**config.mk**
```make
export PLATFORM = sky130hd
export DESIGN_NAME = m_mux_nway_reg
export DESIGN_NICKNAME = d
export VERILOG_FILES = /design/src/rtl/m_mux_nway_reg.sv
export SDC_FILE = /design/constraint.sdc
export NUM_CORES = 1
export LEC_CHECK = 0
export BUFFER_PORTS_ARGS = -buffer_cell sky130_fd_sc_hd__buf_2
export CORE_ASPECT_RATIO = 2
export CORE_MARGIN = 2
export CORE_UTILIZATION = 39
export CTS_BUF_LIST = sky130_fd_sc_hd__clkbuf_16
export DETAILED_ROUTE_END_ITERATION = 16
export PLACE_DENSITY_LB_ADDON = 0.05
export SETUP_SLACK_MARGIN = 0.4
export SLEW_MARGIN = 15
export SYNTH_ARGS = -nofsm -noshare
export SYNTH_HDL_FRONTEND = slang
export SYNTH_SLANG_ARGS = --single-unit
```
**constraint.sdc**
```tcl
create_clock -name i_clk -period 1.8 [get_ports i_clk]
set_clock_uncertainty 0.2 [all_clocks]
set_input_delay 0.18 -clock i_clk [delete_from_list [all_inputs] [get_ports i_clk]]
set_output_delay 0.18 -clock i_clk [all_outputs]
set_load 0.03 [all_outputs]
```
**src/rtl/m_mux_nway_reg.sv**
```systemverilog
// N-channel registered multiplexer with valid/ready handshakes on every port.
// One input channel is granted per transfer, either by explicit select
// (MODE 0) or round-robin over the valid channels (MODE 1). The chosen word
// sits in the output register until the consumer accepts it.
module m_mux_nway_reg #(
    parameter  int WIDTH    = 16,
    parameter  int CHANNELS = 4,
    parameter  int MODE     = 0,
    localparam int SELW     = $clog2(CHANNELS)
) (
    input  logic                      i_clk,
    input  logic                      i_rst_n,
    input  logic [CHANNELS*WIDTH-1:0] i_data,
    input  logic [CHANNELS-1:0]       i_valid,
    output logic [CHANNELS-1:0]       o_ready,
    input  logic [SELW-1:0]           i_sel,
    output logic [WIDTH-1:0]          o_data,
    output logic [SELW-1:0]           o_chan,
    output logic                      o_valid,
    input  logic                      i_ready
);

    typedef enum logic {
        EMPTY = 1'b0,
        FULL  = 1'b1
    } state_t;

    state_t          state;
    state_t          state_nxt;
    logic [SELW-1:0] ptr;
    logic [SELW-1:0] grant_idx;
    logic            grant;
    logic            load_en;
    logic            xfer;

    // Pick the channel to serve this cycle, independent of output-side space.
    always_comb begin
        // NOTE: every signal driven here gets a default first, so no path can leave it unassigned and infer a latch.
        grant     = 1'b0;
        grant_idx = '0;
        if (MODE == 0) begin
            // An out-of-range select matches no k, so it simply yields no grant.
            for (int k = 0; k < CHANNELS; k++) begin
                if (i_sel == SELW'(k) && i_valid[k]) begin
                    grant     = 1'b1;
                    grant_idx = SELW'(k);
                end
            end
        end else begin
            // Scan from the far end back towards ptr so the channel closest
            // to ptr (in wrap order) is the last, and therefore winning, write.
            for (int off = CHANNELS - 1; off >= 0; off--) begin
                int idx;
                idx = (int'(ptr) + off) % CHANNELS;
                if (i_valid[idx]) begin
                    grant     = 1'b1;
                    grant_idx = SELW'(idx);
                end
            end
        end
    end

    // Handshake generation and EMPTY/FULL next-state decode.
    always_comb begin
        state_nxt = state;
        load_en   = (state == EMPTY) || i_ready;
        xfer      = load_en && grant;
        o_ready   = '0;
        for (int k = 0; k < CHANNELS; k++) begin
            o_ready[k] = xfer && (grant_idx == SELW'(k));
        end
        case (state)
            EMPTY:   if (xfer) state_nxt = FULL;
            FULL:    if (i_ready && !xfer) state_nxt = EMPTY;
            default: state_nxt = EMPTY;
        endcase
    end

    assign o_valid = (state == FULL);

    // State register with synchronous reset.
    always_ff @(posedge i_clk) begin
        // NOTE: sequential state uses non-blocking assignments so every register samples pre-edge values.
        if (!i_rst_n) begin
            state <= EMPTY;
        end else begin
            state <= state_nxt;
        end
    end

    // Output word, source index and round-robin pointer; updated only on an input transfer.
    always_ff @(posedge i_clk) begin
        if (!i_rst_n) begin
            o_data <= '0;
            o_chan <= '0;
            ptr    <= '0;
        end else if (xfer) begin
            o_data <= i_data[int'(grant_idx)*WIDTH +: WIDTH];
            o_chan <= grant_idx;
            ptr    <= (grant_idx == SELW'(CHANNELS - 1)) ? '0 : grant_idx + 1'b1;
        end
    end

endmodule

```
==> flow_metrics.tcl <==
set metrics [dict create \
    setup_ws_ps 297 \
    r2r_start "o_valid$_SDFF_PN0_" \
    fp.coreArea_um2 2940 \
    cp-start-kind "input port" \
    avgViaCountPerCell 5.56 \
    fp-row-count 28 \
    htree_levels 1 \
    synth_top_cell_area_share_pct 31.6 \
    cp_slowest_cell "mux4_2" \
    r2r_end "o_data[0]$_SDFFE_PN0P_" \
    crit_cells 8 \
    seq_area_um2 382 \
    power.share.clock_pct 29.4 \
    drt-met1-wl_mm 1.66 \
    maxCapViolCount 0 \
    syn-cell-area_um2 1200 \
    die_w_um 43.3 \
    clkSinkCount 19 \
    gr-total-overflow 0 \
    synth_seq_cells 19 \
    wirelength_mm 4.76 \
    slew_viol_final 0 \
    p_seq_share_pct 31.8 \
    slew_headroom_pct 80.3 \
    cp.required_ps 1770 \
    leakagePower_nw 1.03 \
    syn_inst 144 \
    first_pass_iters 6 \
    ir_drop_v 0.000829 \
    antenna_found_initial 0 \
    critPathLaunch "i_sel[1]" \
    clk_latency_ps 260 \
    postRouteAntennaNets 0 \
    yosysUniqueCellTypes 31 \
    wl_per_cell_um 16.4 \
    synth_area_leaders "dfxtp_1 (32%), o21a_1 (10%), o31ai_1 (9.4%), a211oi_1 (8.7%), o22ai_1 (8.3%)" \
    crit_arrival_ps 1470 \
    status "completed" \
    top_layer "met4" \
    fin_crit_ps 1500 \
    die-area_um2 3570 \
    crit_buf_inv 4 \
    area_growth_pct 86.7 \
    yosys.area.top_type "dfxtp_1" \
    worst_pin_slew_ps 293 \
    drcViolationCount 0 \
    diodes 0 \
    finalNetCount 334 \
    setup.worst_path.end "o_data[0]$_SDFFE_PN0P_" \
    hold_viol 0 \
    nFillCells 225 \
    rsz0062_at_grt "true" \
    ff2ff_setup_slack_ps 410 \
    cts_tree "done" \
    yosys_warnings 0 \
    multi_input_area_um2 923 \
    holdBufCountCts 0 \
    grt_util_all_layers_pct 23.9 \
    gp_congestion 0.756 \
    mostFrequentLayoutCells "buf_2 (87), buf_4 (19), dfxtp_1 (18)" \
    first_global_vias 1441 \
    worstRegToRegCells 7 \
    wl_met2_mm 2.72 \
    internal-power_w 0.00104 \
    final.setup.tns_ps 0 \
    clockBufferDepth 2 \
    grt_pass1_wl_mm 6.43 \
    worst-setup-path-type "input port to flop" \
    clk_pin_slew_ps 50 \
    switching_share_pct 33.1 \
    fin_cells 290 \
    final.period_utilization_pct 83.5 \
    io_buffers 95 \
    place_hpwl_mm 3.11 \
    cts_made_buffers 3 \
    drt-initial-drc-count 21 \
    grt_start_max_net_pins 17 \
    cp_top_family "multiplexers" \
    critPathMaxStageDelay_ps 530 \
    drive_above_1_share_pct 63.1 \
    die_h_um 82.5 \
    power_density_nw_per_um2 695 \
    cp_cell_sequence "buf_8 -> mux4_2 -> buf_6 -> a21boi_4 -> buf_6 -> buf_12 -> nand2_2 -> o31ai_4" \
    path_max_fanout 8 \
    fmaxAchievable_ghz 0.666 \
    min_path_type "input port to flop" \
    comb_power_share_pct 38.8 \
    ioPinCount 96 \
    via_count 1611 \
    crit_top_cell "buf_6" \
    mostFrequentLayoutCell "buf_2" \
    p_sw_w 0.000515 \
    setup_viol 0 \
    dp_worst_setup_slack_ps 74.6 \
    syn_nets 217 \
    cp-end-kind "flop" \
    synth_seq_area_share_pct 31.6 \
    wl_met3_um 281 \
    avgSynthCellArea_um2 8.35 \
    root_buffer "clkbuf_16" \
    initial_utilization_pct 40.9 \
    place_inst 269 \
]
[state kept, by name, indices dropped and copies added (netlist names)]
name and cells:
o_chan 2, o_data 16, o_valid 1
[tightest hold or removal path, cell delays in order]
cell     delay, ps
buf_2           80
o22ai_1         60
o31ai_2        160
[layer usage]
layer | GRT usage (%) | up-vias
met3 | 3.91 | 8
met1 | 25.9 | 740
met4 | 9.70 | 0
met5 | 0 | -
met2 | 44.6 | 67
li1 | - | 796
[cells by family (layout without fill, tap and decap cells)]
| kind of cell | Yosys count | count (layout) | share of synthesized area (%) |
|---|---|---|---|
| buffers and inverters | 13 | 128 | 6.66 |
| AO/OA/AOI/OAI | 72 | 72 | 44.4 |
| flip-flops | 19 | 19 | 31.6 |
| AND/OR/NAND/NOR | 37 | 38 | 13.6 |
| multiplexers | 3 | 3 | 3.64 |
[repair_timing]
| item | CTS | global route |
|---|---|---|
| pin swaps | 9 | 4 |
| cloned | 1 | 1 |
| setup buffers | 11 | 4 |
| resized for setup | 40 | 20 |
| setup endpoints to repair | 20 | 20 |
| endpoints found under the hold margin | 0 | 0 |
[synthesized netlist by cell type]
cell and instances:
nand2_1 21, dfxtp_1 19, o21a_1 16, o22ai_1 16
o31ai_1 15, a211oi_1 14, nor2_1 6, buf_2 4
buf_4 3, nand3_1 3, o21ai_0 3, a32o_1 2
buf_6 2, nand2b_1 2, nor2b_1 2, a21boi_0 1
a21boi_4 1, a21oi_1 1, and2_1 1, and3_1 1
buf_1 1, clkbuf_1 1, clkinv_1 1, inv_1 1
mux2_2 1, mux2i_1 1, mux4_2 1, nand3_2 1
o22a_1 1, o22ai_2 1, o2bb2ai_1 1
[final cells by class]
cell class | instances | area share (%)
tap | 30 | 1.67
clock inverter | 1 | 0.167
timing repair buffer | 122 | 36.2
sequential | 19 | 17.0
inverter | 2 | 0.502
clock buffer | 3 | 3.34
multi-input combinational | 113 | 41.1
[worst min path at each step]
| stage | start | to | slack, ps | cells past startpoint |
|---|---|---|---|---|
| after detailed placement | o_data[10]$_SDFFE_PN0P_ | o_data[10]$_SDFFE_PN0P_ | 230 | 2 |
| after global routing | i_data[19] | o_data[3]$_SDFFE_PN0P_ | 60 | 3 |
| after CTS | i_rst_n | o_valid$_SDFF_PN0_ | 20 | 2 |
| after global placement | o_data[1]$_SDFFE_PN0P_ | o_data[1]$_SDFFE_PN0P_ | 230 | 2 |
| after floorplan | i_rst_n | o_valid$_SDFF_PN0_ | 100 | 1 |
| final | i_data[27] | o_data[11]$_SDFFE_PN0P_ | 50 | 3 |
[per-stage QoR]
step,area (µm²),total power [W],hold WS (ps),util [%]
after floorplan,1250,0.000788,97.8,-
after global placement,1780,0.000962,232,60.6
after detailed placement,1780,0.000973,234,60.6
after CTS,2110,0.00151,21.0,71.6
after global routing,2240,0.00162,57.6,76.3
final,2240,0.00156,51.0,76.3
[power by group through the flow]
stage	Clock, W	Sequential (W)	Combinational (W)
after floorplan	0	0.000583	0.000204
after global placement	0	0.000496	0.000466
after detailed placement	0	0.000498	0.000475
after CTS	0.000454	0.000494	0.000559
after global routing	0.000476	0.000499	0.000642
final	0.000459	0.000496	0.000605
(Power assumes the default switching activity.)
